--- config.mk ---
export PLATFORM = sky130hd
export DESIGN_NAME = mine_placer
export DESIGN_NICKNAME = d
export VERILOG_FILES = /design/src/rtl/mine_pkg.sv /design/src/rtl/lfsr8.sv /design/src/rtl/mine_placer.sv
export SDC_FILE = /design/constraint.sdc
export NUM_CORES = 1
export LEC_CHECK = 0
export ABC_AREA = 1
export CAP_MARGIN = 20
export CORE_MARGIN = 3
export CORE_UTILIZATION = 38
export CTS_CLUSTER_SIZE = 16
export DETAILED_ROUTE_END_ITERATION = 10
export HOLD_SLACK_MARGIN = 0.02
export SYNTH_ARGS = -nofsm -noshare
export SYNTH_HDL_FRONTEND = slang
export SYNTH_SLANG_ARGS = --single-unit
--- constraint.sdc ---
create_clock -name clk -period 2 [get_ports clk]
set_input_delay 0.4 -clock clk [delete_from_list [all_inputs] [get_ports clk]]
set_output_delay 0.4 -clock clk [all_outputs]
set_load 0.01 [all_outputs]
--- src/rtl/mine_pkg.sv ---
// Shared board geometry, LFSR constants, placer state encoding and cell indexing
// for the busca_minas mine placer.
package mine_pkg;

  localparam int unsigned ROWS  = 8;
  localparam int unsigned COLS  = 8;
  localparam int unsigned CELLS = ROWS * COLS;

  localparam logic [7:0] LFSR_TAPS    = 8'hB8;
  localparam logic [7:0] DEFAULT_SEED = 8'hA5;

  typedef enum logic [1:0] {IDLE, CLEAR, PLACE, DONE} placer_state_t;

  typedef logic [5:0] cell_idx_t;

  // Flat map index: row*COLS + col with COLS a power of two
  function automatic cell_idx_t cell_idx(input logic [2:0] row, input logic [2:0] col);
    return {row, col};
  endfunction

endpackage

--- src/rtl/lfsr8.sv ---
// 8-bit free-running Fibonacci LFSR; a zero SEED is replaced by 8'h01 so the
// register can never lock up in the all-zero state.
module lfsr8 #(
  parameter logic [7:0] SEED = 8'hA5,
  parameter logic [7:0] TAPS = 8'hB8
) (
  input  logic       clk,
  input  logic       rst,
  output logic [7:0] q
);

  localparam logic [7:0] SEED_EFF = (SEED == 8'h00) ? 8'h01 : SEED;

  logic [7:0] lfsr_q;

  always_ff @(posedge clk) begin
    if (rst) begin
      lfsr_q <= SEED_EFF;
    end else begin
      lfsr_q <= {lfsr_q[6:0], ^(lfsr_q & TAPS)};
    end
  end

  assign q = lfsr_q;

endmodule

--- src/rtl/mine_placer.sv ---
// Places target distinct mines on the board from LFSR candidates, rejecting duplicates.
// Optional macro MINE_PLACER_SAFE_CELL_EN adds a guaranteed-empty safe cell.
module mine_placer
  import mine_pkg::*;
#(
  parameter int unsigned ROWS      = mine_pkg::ROWS,
  parameter int unsigned COLS      = mine_pkg::COLS,
  parameter int unsigned MAX_MINES = 15,
  parameter logic [7:0]  SEED      = mine_pkg::DEFAULT_SEED
) (
  input  logic                   clk,
  input  logic                   rst,
  input  logic                   start,
  input  logic [3:0]             total_mines,
`ifdef MINE_PLACER_SAFE_CELL_EN
  input  logic [2:0]             safe_row,
  input  logic [2:0]             safe_col,
`endif
  output logic [2:0]             random_row,
  output logic [2:0]             random_col,
  output logic                   place_valid,
  output logic [ROWS*COLS-1:0]   mine_map,
  output logic [3:0]             mine_count,
  output logic                   busy,
  output logic                   done
);

  localparam int unsigned NCELLS = ROWS * COLS;
`ifdef MINE_PLACER_SAFE_CELL_EN
  localparam int unsigned CAP = CELLS - 1;
`else
  localparam int unsigned CAP = CELLS;
`endif
  localparam int unsigned MAX_A   = (MAX_MINES < CAP) ? MAX_MINES : CAP;
  localparam int unsigned MAX_EFF = (MAX_A < 15) ? MAX_A : 15;

  logic [7:0]        lfsr_q;
  logic [1:0]        lfsr_unused;
  cell_idx_t         cand_c;
  logic [3:0]        target_c;
  logic              safe_hit_c;
  logic              accept_c;

  placer_state_t     state_q;
  logic [3:0]        target_q;
  logic [NCELLS-1:0] map_q;
  logic [3:0]        count_q;
  logic [2:0]        row_q;
  logic [2:0]        col_q;
  logic              valid_q;
  logic              busy_q;
  logic              done_q;

  lfsr8 #(
    .SEED (SEED),
    .TAPS (LFSR_TAPS)
  ) u_lfsr (
    .clk (clk),
    .rst (rst),
    .q   (lfsr_q)
  );

  assign lfsr_unused = lfsr_q[7:6];
  assign cand_c      = cell_idx(lfsr_q[5:3], lfsr_q[2:0]);
  assign target_c    = ({28'd0, total_mines} > MAX_EFF) ? 4'(MAX_EFF) : total_mines;

`ifdef MINE_PLACER_SAFE_CELL_EN
  cell_idx_t safe_q;

  always_ff @(posedge clk) begin
    if (rst) begin
      safe_q <= '0;
    end else if (start && (state_q == IDLE || state_q == DONE)) begin
      safe_q <= cell_idx(safe_row, safe_col);
    end
  end

  assign safe_hit_c = (cand_c == safe_q);
`else
  assign safe_hit_c = 1'b0;
`endif

  // A candidate is taken only if its cell is empty and not the protected cell
  assign accept_c = (state_q == PLACE) && !map_q[cand_c] && !safe_hit_c;

  always_ff @(posedge clk) begin
    if (rst) begin
      state_q  <= IDLE;
      target_q <= '0;
      map_q    <= '0;
      count_q  <= '0;
      row_q    <= '0;
      col_q    <= '0;
      valid_q  <= 1'b0;
      busy_q   <= 1'b0;
      done_q   <= 1'b0;
    end else begin
      valid_q <= 1'b0;
      case (state_q)
        IDLE: begin
          if (start) begin
            state_q  <= CLEAR;
            target_q <= target_c;
            busy_q   <= 1'b1;
          end
        end
        CLEAR: begin
          map_q   <= '0;
          count_q <= '0;
          if (target_q == 4'd0) begin
            state_q <= DONE;
            busy_q  <= 1'b0;
            done_q  <= 1'b1;
          end else begin
            state_q <= PLACE;
          end
        end
        PLACE: begin
          if (accept_c) begin
            map_q[cand_c] <= 1'b1;
            count_q       <= count_q + 4'd1;
            row_q         <= cand_c[5:3];
            col_q         <= cand_c[2:0];
            valid_q       <= 1'b1;
            if ((count_q + 4'd1) == target_q) begin
              state_q <= DONE;
              busy_q  <= 1'b0;
              done_q  <= 1'b1;
            end
          end
        end
        DONE: begin
          if (start) begin
            state_q  <= CLEAR;
            target_q <= target_c;
            busy_q   <= 1'b1;
            done_q   <= 1'b0;
          end
        end
        default: state_q <= IDLE;
      endcase
    end
  end

  assign random_row  = row_q;
  assign random_col  = col_q;
  assign place_valid = valid_q;
  assign mine_map    = map_q;
  assign mine_count  = count_q;
  assign busy        = busy_q;
  assign done        = done_q;

endmodule

==> impl_summary.log, run 1 <==
INFO  metric diodes = 0
INFO  metric worst_slew_margin_rel = 0.6283
INFO  metric slowest_delay = 380 ps
INFO  metric clk_transition_reported_paths = 60 ps
INFO  metric detail_route.wirelength = 13.22 mm
INFO  metric tightest_slew = 556.0 ps
INFO  metric grt_setup_unrepaired = yes
INFO  metric tritoncts = built
INFO  metric finalMaxSlewViolations = 0
INFO  metric grt_start_max_net_pins = 45
INFO  metric max_cap_viol_count = 0
INFO  metric layout.cells.most_common = sky130_fd_sc_hd__nand2_1
INFO  metric placed_cells = 883
INFO  metric timing.fmax = 0.5000 GHz
INFO  metric global_route.usage.total = 0.2049
INFO  metric critPathRequiredTime = 2280 ps
INFO  metric rr_endpoint = mine_map[46]
INFO  metric num-fill-cells = 1100
INFO  metric number_of_instances_in_the_synthesized_netlist = 659
INFO  metric syn_area_per_cell = 6.681 sq um
INFO  metric timing.clock.skew = 10.72 ps
INFO  metric register_cell_area_after_layout = 0.001831 sq mm
INFO  metric row_count = 38
INFO  metric clock-sinks = 91
INFO  metric clockRootBuffer = sky130_fd_sc_hd__clkbuf_16
INFO  metric period_share = 1.000
INFO  metric gp_congestion = 0.9087
INFO  metric final_period_minus_worst_setup_slack = 2000 ps
INFO  metric overflow = 0
INFO  metric synth-seq-area-share = 0.4138
INFO  metric cts_buffers = 9
INFO  metric post_layout_nonfiller_instances = 902
INFO  metric gr-max-usage-layer = met2
INFO  metric r2r.worst_path.cells = 14
INFO  metric post-route-worst-setup-slack = -0.1199 ps
INFO  metric mappedNetlistNets = 675
INFO  metric htree_num_levels = 3
INFO  metric worst_hold_path.num_cells = 1
INFO  metric core = 0.01108 sq mm
INFO  metric number_of_vias_per_cell_after_detailed_routing = 4.953
INFO  metric setup_viol_count_final = 1
INFO  metric irDropWorstVdd = 0.9054 mV
INFO  metric count_of_boundary_i_o_pins = 84
INFO  metric multi_input_area = 0.002233 sq mm
INFO  metric drive_gt1_frac = 0.1378
INFO  metric worstSetupPathType = register to register
INFO  metric critical_path.startpoint_type = register
INFO  metric holdCritStartpoint = u_lfsr.q[6]
INFO  metric grtUsageMet2 = 0.3361
INFO  metric hold_path_class = register to register
INFO  metric post_cts_hold_buffer_count = 0
INFO  metric area_contributors_post_synth = sky130_fd_sc_hd__dfxtp_1 (41%), sky130_fd_sc_hd__nand2_1 (15%), sky130_fd_sc_hd__nor2_1 (8.7%)
INFO  metric worst_hold_path.endpoint = u_lfsr.q[7]
INFO  metric die_w = 113.6 microns
INFO  metric placement.io_buffers = 83
INFO  metric critPathSlowestCell = sky130_fd_sc_hd__dfxtp_4
INFO  metric timing.critical_path.cells = buf_12 > buf_4 > nand4_1 > nand2_1 > nor2_1 > nand3_1 > nand3_2 > nand3_4 > nand3_4 > nand2_4 > inv_8 > buf_12 > nand2_1 > a21oi_2
INFO  metric timing.hold.ws = 411.0 ps
INFO  metric critPathCaptureType = register
INFO  metric preCtsSetupSlack = -163.2 ps
INFO  metric area_growth_syn_to_layout = 39.36%
INFO  metric grt_use_met3 = 0.03077
INFO  metric initial_antenna_violation_count = 0
INFO  metric groute.layer.met1.usage = 0.2662
INFO  metric total_leakage_power = 2.251 nW
INFO  metric fp.dieArea = 0.01291 sq mm
INFO  metric leading_cell_types_in_the_layout_fill_and_taps_excluded = sky130_fd_sc_hd__nand2_1 (166), sky130_fd_sc_hd__nor2_1 (102), sky130_fd_sc_hd__dfxtp_1 (88)
INFO  metric floorplan.die.height = 113.6 microns
INFO  metric ff2ff_setup_slack = -0.1 ps
INFO  metric cts-root-to-sink-buffers = 2
INFO  metric setup_bufs_post_cts = 0
INFO  metric remaining_drc_errors = 0
INFO  metric critPathArrivalTime = 2280 ps
INFO  metric finalNetCount = 773
INFO  metric insertion_delay = 350 ps
INFO  metric drt_iter0_drc = 316
INFO  metric critical_path.reg2reg.startpoint = u_lfsr.q[0]
INFO  metric netlist.top_cell.by_area = sky130_fd_sc_hd__dfxtp_1
INFO  metric violations = negative setup slack
INFO  metric synth_cell_type_count = 27
INFO  metric final_antenna_net_count = 0
INFO  metric grt_pass1_wl = 20.99 mm
INFO  metric drtPass1Iterations = 5
INFO  metric finalHoldViolations = 0
INFO  metric floorplan.initialDensity = 0.3974
INFO  metric grt_pass1_vias = 4235
INFO  metric outcome = complete, but fails checks
INFO  metric synth.ff_latch_count = 91
INFO  metric worstPathMaxFanout = 19
INFO  metric vias = 4468
INFO  metric report.power.total = 6.279 mW
INFO  metric post-route-util = 0.5539
INFO  metric syn-cell-area = 0.004403 sq mm
INFO  metric power.density = 1023 mW/mm^2
INFO  metric ys.warnings.count = 0
INFO  metric yosysTopAreaCellShare = 0.4138
INFO  metric hpwl = 8.950 mm
INFO  metric routedWlPerCell = 14.65 microns
## where the power goes
group          total, mW  internal, mW  switching, mW
sequential          2.05          1.94          0.107
clock               1.78          1.07          0.703
combinational       2.45          1.01           1.45
total               6.28          4.02           2.26
## cell usage after synthesis
cell type	number
sky130_fd_sc_hd__a21oi_1	75
sky130_fd_sc_hd__buf_2	11
sky130_fd_sc_hd__buf_4	3
sky130_fd_sc_hd__buf_6	7
sky130_fd_sc_hd__clkbuf_1	11
sky130_fd_sc_hd__clkinv_4	1
sky130_fd_sc_hd__dfxtp_1	91
sky130_fd_sc_hd__ha_1	9
sky130_fd_sc_hd__inv_1	82
sky130_fd_sc_hd__inv_2	2
sky130_fd_sc_hd__inv_4	1
sky130_fd_sc_hd__nand2_1	175
sky130_fd_sc_hd__nand2_2	2
sky130_fd_sc_hd__nand2_4	1
sky130_fd_sc_hd__nand3_1	27
sky130_fd_sc_hd__nand3_2	1
sky130_fd_sc_hd__nand4_1	19
sky130_fd_sc_hd__nor2_1	102
sky130_fd_sc_hd__nor2_4	1
sky130_fd_sc_hd__nor3_1	1
sky130_fd_sc_hd__nor3b_1	1
sky130_fd_sc_hd__o21ai_0	26
sky130_fd_sc_hd__o21bai_1	1
sky130_fd_sc_hd__o41a_1	1
sky130_fd_sc_hd__or2_2	2
sky130_fd_sc_hd__xnor2_1	2
sky130_fd_sc_hd__xor2_1	4
## flip-flops by register name, indices dropped and copies added, names as in the netlist
| name | flops |
|---|---|
| place_valid | 1 |
| target_q | 4 |
| busy | 1 |
| random_row | 3 |
| done | 1 |
| mine_count | 4 |
| state_q | 2 |
| random_col | 3 |
| u_lfsr.q | 8 |
| mine_map | 64 |
## timing repair
item,CTS,global route
endpoints found under the setup margin,75,79
resized for setup,13,53
pin swaps,1,6
endpoints found under the hold margin,0,0
cloned,0,3
## cell type report
class	instances	area share
multi-input combinational	450	0.3640
sequential	91	0.2983
timing repair buffer	119	0.2027
inverter	86	0.05628
clock buffer	15	0.04527
tap	140	0.02855
clock inverter	1	0.004894
## cell families (layout without fill, tap and decap cells)
family / count (synthesis) / in the layout / synth area share
AND/OR/NAND/NOR: 332 / 332 / 0.3097
buffers and inverters: 118 / 221 / 0.1199
AO/OA/AOI/OAI: 103 / 103 / 0.1191
flip-flops: 91 / 91 / 0.4138
adder cells (fa/ha/maj): 9 / 9 / 0.02558
XOR/XNOR: 6 / 6 / 0.01194
## how the worst max path moves through the flow
stage	startpoint	to
4_1_cts	u_lfsr.q[0]	mine_map[46]
5_1_grt	u_lfsr.q[0]	mine_map[53]
2_1_floorplan	state_q[0]	mine_map[0]
3_5_place_dp	u_lfsr.q[0]	random_row[2]
6_report	u_lfsr.q[0]	mine_map[46]
3_3_place_gp	u_lfsr.q[0]	random_row[2]
## worst max-delay path: cells and delay by family, from the launching register on
family,cells,cell delay (ps)
compound gates,1,130
buf+inv,4,550
flops,1,380
simple gates,9,850
## through the flow
step	setup TNS (ps)	area, sq um
after global routing	-3584	6136
after CTS	0	5871
after global placement	-3959	5533
final	-0.1199	6136
after floorplan	0	4403
after detailed placement	-6149	5533
## metal layers
metal	up-vias	part of all wire
li1	2255	-
met1	2068	0.45
met2	124	0.48
met3	21	0.052
met4	0	0.021
met5	-	0
Note: power is estimated with default switching activity, not from simulation.
==> run 2, diff against run 1 <==
Settings changed: CELL_PAD_IN_SITES_DETAIL_PLACEMENT set to 1, CELL_PAD_IN_SITES_GLOBAL_PLACEMENT set to 1, CORE_UTILIZATION 38 to 33, PLACE_DENSITY_LB_ADDON set to 0.1.
==> impl_summary.log, run 2 (synthesis results as in run 1) <==
INFO  metric global_route.usage.total = 0.2136
INFO  metric insertion_delay = 350 ps
INFO  metric finalNetCount = 771
INFO  metric grt_pass1_wl = 24.66 mm
INFO  metric critPathArrivalTime = 2240 ps
INFO  metric overflow = 0
INFO  metric clock-sinks = 91
INFO  metric clockRootBuffer = sky130_fd_sc_hd__clkbuf_16
INFO  metric critical_path.startpoint_type = register
INFO  metric period_share = 0.9806
INFO  metric finalHoldViolations = 0
INFO  metric placement.io_buffers = 83
INFO  metric preCtsSetupSlack = -166.1 ps
INFO  metric swShare = 0.3775
INFO  metric report.power.total = 6.294 mW
INFO  metric power.density = 1030 mW/mm^2
INFO  metric worstSetupPathType = register to register
INFO  metric count_of_boundary_i_o_pins = 84
INFO  metric gate_family_responsible_for_the_most_delay_along_the_worst_path = simple AND/OR/NAND/NOR gates
INFO  metric floorplan.die.height = 121.5 microns
INFO  metric outcome = finished clean
INFO  metric tritoncts = built
INFO  metric fp.dieArea = 0.01476 sq mm
INFO  metric post_layout_nonfiller_instances = 932
INFO  metric multi_input_area = 0.002205 sq mm
INFO  metric worst_hold_path.num_cells = 1
INFO  metric grt_pass1_vias = 4770
INFO  metric drt_iter0_drc = 279
INFO  metric setup_viol_count_final = 0
INFO  metric tightest_slew = 613.9 ps
INFO  metric combPwrFrac = 0.405
INFO  metric finish.instance_area = 0.006113 sq mm
INFO  metric worstPathMaxFanout = 18
INFO  metric switching_component_of_the_power = 2.376 mW
INFO  metric power.internal = 3.918 mW
INFO  metric num-fill-cells = 1642
INFO  metric drtPass1Iterations = 4
INFO  metric htree_num_levels = 3
INFO  metric detail_route.wirelength = 15.81 mm
INFO  metric final_antenna_net_count = 0
INFO  metric critPathRequiredTime = 2280 ps
INFO  metric number_of_vias_per_cell_after_detailed_routing = 4.918
INFO  metric cts-root-to-sink-buffers = 2
INFO  metric largest_reg_flops = 64
INFO  metric critical_path.n_buffers_inverters = 4
INFO  metric worst_slew_margin_rel = 0.5896
INFO  metric drive_gt1_frac = 0.1197
INFO  metric vias = 4584
INFO  metric initial_antenna_violation_count = 0
INFO  metric critPathSlowestCell = sky130_fd_sc_hd__dfxtp_4
INFO  metric timing.clock.skew = 7.010 ps
INFO  metric irDropWorstVdd = 0.6227 mV
INFO  metric layout.cells.most_common = sky130_fd_sc_hd__nand2_1
INFO  metric timing.critical_path.cells = buf_8 > buf_12 > nand2_4 > nand2_2 > nand2_1 > nand2_1 > nand2_1 > nand3_2 > nand3_2 > nand3_2 > nand3_4 > nand2_4 > inv_8 > buf_12 > nand2_1 > a21oi_2
INFO  metric setup_bufs_post_cts = 0
INFO  metric grt_setup_unrepaired = yes
INFO  metric hold_path_class = register to register
INFO  metric pwr-share-clk = 0.270
INFO  metric row_count = 41
INFO  metric gp_congestion = 0.7907
INFO  metric timing.fmax = 0.5099 GHz
INFO  metric leading_cell_types_in_the_layout_fill_and_taps_excluded = sky130_fd_sc_hd__nand2_1 (168), sky130_fd_sc_hd__nor2_1 (100), sky130_fd_sc_hd__dfxtp_1 (88)
INFO  metric cp_common_cell = sky130_fd_sc_hd__nand2_1
INFO  metric clk_transition_reported_paths = 60 ps
INFO  metric remaining_drc_errors = 0
INFO  metric finalMaxSlewViolations = 0
INFO  metric p_seq_frac = 0.326
INFO  metric slowest_delay = 360 ps
INFO  metric cp.depth = 16
INFO  metric diodes = 0
INFO  metric placed_cells = 913
INFO  metric r2r.worst_path.cells = 16
INFO  metric grt_start_max_net_pins = 41
INFO  metric total_leakage_power = 2.258 nW
INFO  metric critPathCaptureType = register
INFO  metric routedWlPerCell = 16.96 microns
INFO  metric timing.hold.ws = 419.5 ps
INFO  metric floorplan.initialDensity = 0.3433
INFO  metric core = 0.01282 sq mm
INFO  metric area_growth_syn_to_layout = 38.85%
INFO  metric hpwl = 10.82 mm
INFO  metric place_area = 0.005583 sq mm
INFO  metric final_period_minus_worst_setup_slack = 1961 ps
INFO  metric max_cap_viol_count = 0
INFO  metric cts_buffers = 9
INFO  metric post-route-worst-setup-slack = 38.75 ps
INFO  metric register_cell_area_after_layout = 0.001831 sq mm
INFO  metric die_w = 121.5 microns
-- run 2: changes by cell type in the layout (fill, tap and decap cells not counted), moves of 3 or more --
cell / change
sky130_fd_sc_hd__a21oi_2: -17
sky130_fd_sc_hd__nand2_2: -5
sky130_fd_sc_hd__nand3_2: +4
sky130_fd_sc_hd__nand3_1: -4
sky130_fd_sc_hd__nand2_4: +3
sky130_fd_sc_hd__a21oi_1: +17
sky130_fd_sc_hd__buf_4: -3
-- run 2: metrics by stage --
step | utilization | TNS (ps)
2_1_floorplan | - | 0
3_3_place_gp | 0.4353 | -154.7
3_5_place_dp | 0.4353 | -2886
4_1_cts | 0.4593 | 0
5_1_grt | 0.4767 | -5302
6_report | 0.4767 | 0
-- run 2: power by group through the flow --
stage	sequential, mW	clock, mW	combinational [mW]
final	2.05	1.70	2.55
after global routing	2.07	1.81	2.75
after CTS	2.05	1.73	2.22
after detailed placement	2.08	0	2.18
after global placement	2.07	0	2.15
after floorplan	2.09	0	1.34
-- run 2: final cells by class --
type / count / area share
multi-input combinational: 450 / 0.3606
timing repair inverter: 1 / 0.001433
clock buffer: 15 / 0.04707
tap: 172 / 0.03520
sequential: 91 / 0.2994
clock inverter: 1 / 0.0008187
inverter: 86 / 0.05649
timing repair buffer: 116 / 0.1989
-- run 2: worst reg2reg max path: cells and delay by family (launching register included) --
family                 cells  cell delay, ps
AOI/OAI and AO/OA          1             130
buffers and inverters      4             530
DFF                        1             360
and+or+nand+nor           11             860
-- run 2: final timing paths --
check | start | end | slack, ps
setup reg to reg | u_lfsr.q[0] | mine_map[59] | 40
setup / recovery | u_lfsr.q[0] | mine_map[59] | 40
hold / removal | u_lfsr.q[6] | u_lfsr.q[7] | 420
hold reg to reg | u_lfsr.q[6] | u_lfsr.q[7] | 420
-- run 2: timing repair --
item,in CTS,in global routing
pin swaps,0,3
hold buffers,0,0
endpoints found under the hold margin,0,0
gates resized for setup,8,45
setup endpoints to repair,74,79
gates cloned,0,3
-- run 2: layer usage --
metal / track usage / up-vias / share of wire
met5: 0 / - / 0
met4: 0.08193 / 0 / 0.024
met3: 0.03590 / 26 / 0.043
met2: 0.3606 / 113 / 0.48
met1: 0.2729 / 2186 / 0.46
li1: - / 2259 / -
==> run 3, diff against run 2 <==
Settings changed: ABC_AREA 1 to 0, CORE_UTILIZATION 33 to 35.
==> impl_summary.log, run 3 <==
INFO  metric pwr-share-clk = 0.294
INFO  metric preCtsSetupSlack = -499.0 ps
INFO  metric final_antenna_net_count = 0
INFO  metric grt_pass1_wl = 25.26 mm
INFO  metric grt_start_max_net_pins = 65
INFO  metric timing.hold.ws = 413.8 ps
INFO  metric clk_transition_reported_paths = 70 ps
INFO  metric die_w = 116.8 microns
INFO  metric total_leakage_power = 2.595 nW
INFO  metric swShare = 0.3483
INFO  metric mappedNetlistNets = 491
INFO  metric floorplan.die.height = 116.8 microns
INFO  metric holdCritStartpoint = u_lfsr.q[6]
INFO  metric gp_congestion = 0.8312
INFO  metric synth_cell_type_count = 63
INFO  metric post_layout_nonfiller_instances = 786
INFO  metric row_count = 39
INFO  metric layout.cells.most_common = sky130_fd_sc_hd__dfxtp_1
INFO  metric grt_pass1_vias = 4558
INFO  metric placed_cells = 750
INFO  metric timing.clock.skew = 8.896 ps
INFO  metric timing.fmax = 0.4028 GHz
INFO  metric detail_route.wirelength = 16.84 mm
INFO  metric remaining_drc_errors = 0
INFO  metric worst_hold_path.num_cells = 1
INFO  metric synth_simple_gate_area_frac = 0.1750
INFO  metric critPathRequiredTime = 2260 ps
INFO  metric syn-cell-area = 0.004297 sq mm
INFO  metric worst_hold_path.endpoint = u_lfsr.q[7]
INFO  metric finalNetCount = 655
INFO  metric place_area = 0.005841 sq mm
INFO  metric critical_path.startpoint_type = register
INFO  metric hpwl = 10.97 mm
INFO  metric power.internal = 3.834 mW
INFO  metric rr_endpoint = mine_map[43]
INFO  metric switching_component_of_the_power = 2.049 mW
INFO  metric placement.io_buffers = 83
INFO  metric ys_top_cells_by_count = sky130_fd_sc_hd__dfxtp_1 (91), sky130_fd_sc_hd__nor2_1 (82), sky130_fd_sc_hd__a31oi_1 (70)
INFO  metric fp.dieArea = 0.01364 sq mm
INFO  metric initial_antenna_violation_count = 0
INFO  metric synth.ff_latch_count = 91
INFO  metric worstSetupPathType = register to register
INFO  metric overflow = 0
INFO  metric area_growth_syn_to_layout = 57.66%
INFO  metric synth.most_common_cell = sky130_fd_sc_hd__dfxtp_1
INFO  metric clock-sinks = 91
INFO  metric global_route.usage.total = 0.2387
INFO  metric synth-seq-area-share = 0.4240
INFO  metric floorplan.initialDensity = 0.3669
INFO  metric core = 0.01171 sq mm
INFO  metric finalHoldViolations = 0
INFO  metric leading_cell_types_in_the_layout_fill_and_taps_excluded = sky130_fd_sc_hd__dfxtp_1 (88), sky130_fd_sc_hd__clkdlybuf4s50_1 (83), sky130_fd_sc_hd__nor2_1 (81)
INFO  metric period_share = 1.241
INFO  metric syn_area_per_cell = 9.046 sq um
INFO  metric grt_setup_unrepaired = yes
INFO  metric routedWlPerCell = 21.43 microns
INFO  metric htree_num_levels = 3
INFO  metric p_seq_frac = 0.345
INFO  metric insertion_delay = 350 ps
INFO  metric post-route-util = 0.5784
INFO  metric drive_gt1_frac = 0.3048
INFO  metric diodes = 0
INFO  metric tightest_slew = 466.2 ps
INFO  metric hold_path_class = register to register
INFO  metric synth_top_family_by_area = compound AO/OA/AOI/OAI gates
INFO  metric post_synth_edffs = 0
INFO  metric max_cap_viol_count = 0
INFO  metric vias = 4535
INFO  metric worstPathMaxFanout = 9
INFO  metric synth_ff_type = sky130_fd_sc_hd__dfxtp_1
INFO  metric synth_compound_gate_area_share = 0.2239
INFO  metric cts-root-to-sink-buffers = 2
INFO  metric finalMaxSlewViolations = 0
INFO  metric combPwrFrac = 0.361
INFO  metric irDropWorstVdd = 0.4425 mV
INFO  metric drt_iter0_drc = 337
INFO  metric post_synth_fa_ha_maj_area_fraction = 0.02621
INFO  metric post-route-worst-setup-slack = -482.3 ps
INFO  metric power.density = 868.4 mW/mm^2
INFO  metric tritoncts = built
INFO  metric synthXorXnorAreaFrac = 0.01631
INFO  metric violations = negative setup slack
INFO  metric netlist.top_cell.by_area = sky130_fd_sc_hd__dfxtp_1
INFO  metric count_of_boundary_i_o_pins = 84
INFO  metric outcome = complete, but fails checks
INFO  metric ys.warnings.count = 0
INFO  metric yosysTopAreaCellShare = 0.4240
INFO  metric r2r.worst_path.cells = 12
INFO  metric finish.instance_area = 0.006774 sq mm
INFO  metric worst_slew_margin_rel = 0.6868
INFO  metric drtPass1Iterations = 5
INFO  metric ys_async_sr_fraction = 0
INFO  metric largest_reg_flops = 64
INFO  metric critical_path.reg2reg.startpoint = u_lfsr.q[1]
INFO  metric post_cts_hold_buffer_count = 0
INFO  metric num-fill-cells = 1302
INFO  metric setup_viol_count_final = 79
INFO  metric final_period_minus_worst_setup_slack = 2482 ps
INFO  metric clockRootBuffer = sky130_fd_sc_hd__clkbuf_16
INFO  metric critPathArrivalTime = 2740 ps
INFO  metric area_contributors_post_synth = sky130_fd_sc_hd__dfxtp_1 (42%), sky130_fd_sc_hd__a31oi_1 (10%), sky130_fd_sc_hd__nor2_1 (7.2%)
INFO  metric critPathCaptureType = register
INFO  metric number_of_vias_per_cell_after_detailed_routing = 5.770
INFO  metric synth.area.mux_share = 0.06348
INFO  metric ff2ff_setup_slack = -480 ps
INFO  metric cts_buffers = 9
INFO  metric number_of_instances_in_the_synthesized_netlist = 475
run 3: how the worst max path moves through the flow:
stage                     start      endpoint  slack, ps  cells after the start
floorplan           u_lfsr.q[0]   mine_map[6]        -80                     10
global placement    u_lfsr.q[2]  mine_map[63]       -380                     10
detailed placement  u_lfsr.q[2]   mine_map[7]       -500                      8
CTS                 u_lfsr.q[1]    state_q[1]       -350                     10
global route        u_lfsr.q[1]  mine_map[43]       -560                     12
finish              u_lfsr.q[1]  mine_map[43]       -480                     12
run 3: kinds of logic after synthesis:
logic type | Yosys count
multiplexers | 23
buffers and inverters | 57
AND/OR/NAND/NOR | 158
AO/OA/AOI/OAI | 129
XOR/XNOR | 8
flip-flops | 91
adder cells (fa/ha/maj) | 9
run 3: worst max-delay path, stage by stage, from the launching register on:
cell	delay [ps]
sky130_fd_sc_hd__dfxtp_4	380
sky130_fd_sc_hd__buf_12	150
sky130_fd_sc_hd__mux2i_2	240
sky130_fd_sc_hd__o21ai_2	110
sky130_fd_sc_hd__a2111oi_4	330
sky130_fd_sc_hd__buf_4	190
sky130_fd_sc_hd__a311oi_4	40
sky130_fd_sc_hd__buf_6	160
sky130_fd_sc_hd__o221ai_4	200
sky130_fd_sc_hd__buf_12	200
sky130_fd_sc_hd__buf_12	130
sky130_fd_sc_hd__a31oi_1	70
sky130_fd_sc_hd__nor2_1	190
run 3: stage by stage:
step / setup TNS [ps] / total power [mW]
final: -30930 / 5.883
after global routing: -36450 / 6.161
after floorplan: -3845 / 3.082
after CTS: -23630 / 5.663
after global placement: -25150 / 3.749
after detailed placement: -33510 / 3.794
run 3: metal layers:
| metal | up-vias | part of all wire | global-route usage |
|---|---|---|---|
| met5 | - | 0 | 0 |
| met4 | 0 | 0.012 | 0.06269 |
| met3 | 18 | 0.055 | 0.04113 |
| met2 | 149 | 0.48 | 0.3830 |
| met1 | 2307 | 0.45 | 0.3332 |
| li1 | 2061 | - | - |
run 3: final cells by class:
cell class	count	area, sq um	share of cell area
well taps	143	178.9	0.02641
multi-input cells	327	2435	0.3594
inverters	14	56.30	0.008312
clock buffers	11	242.7	0.03583
repair buffers	196	1977	0.2918
clock inverters	4	51.30	0.007573
flip-flops and latches	91	1833	0.2706
run 3: what timing repair did:
action | 4_1_cts | 5_1_grt
gates resized for setup | 38 | 48
cloned | 1 | 4
pin swaps | 7 | 10
setup endpoints to repair | 79 | 79
setup buffers | 7 | 9
run 3: power groups by stage:
stage	logic [mW]	clock network [mW]	registers [mW]
final	2.12	1.73	2.03
after CTS	1.90	1.74	2.02
after global placement	1.70	0	2.05
after floorplan	1.02	0	2.07
after detailed placement	1.74	0	2.06
after global routing	2.27	1.85	2.04
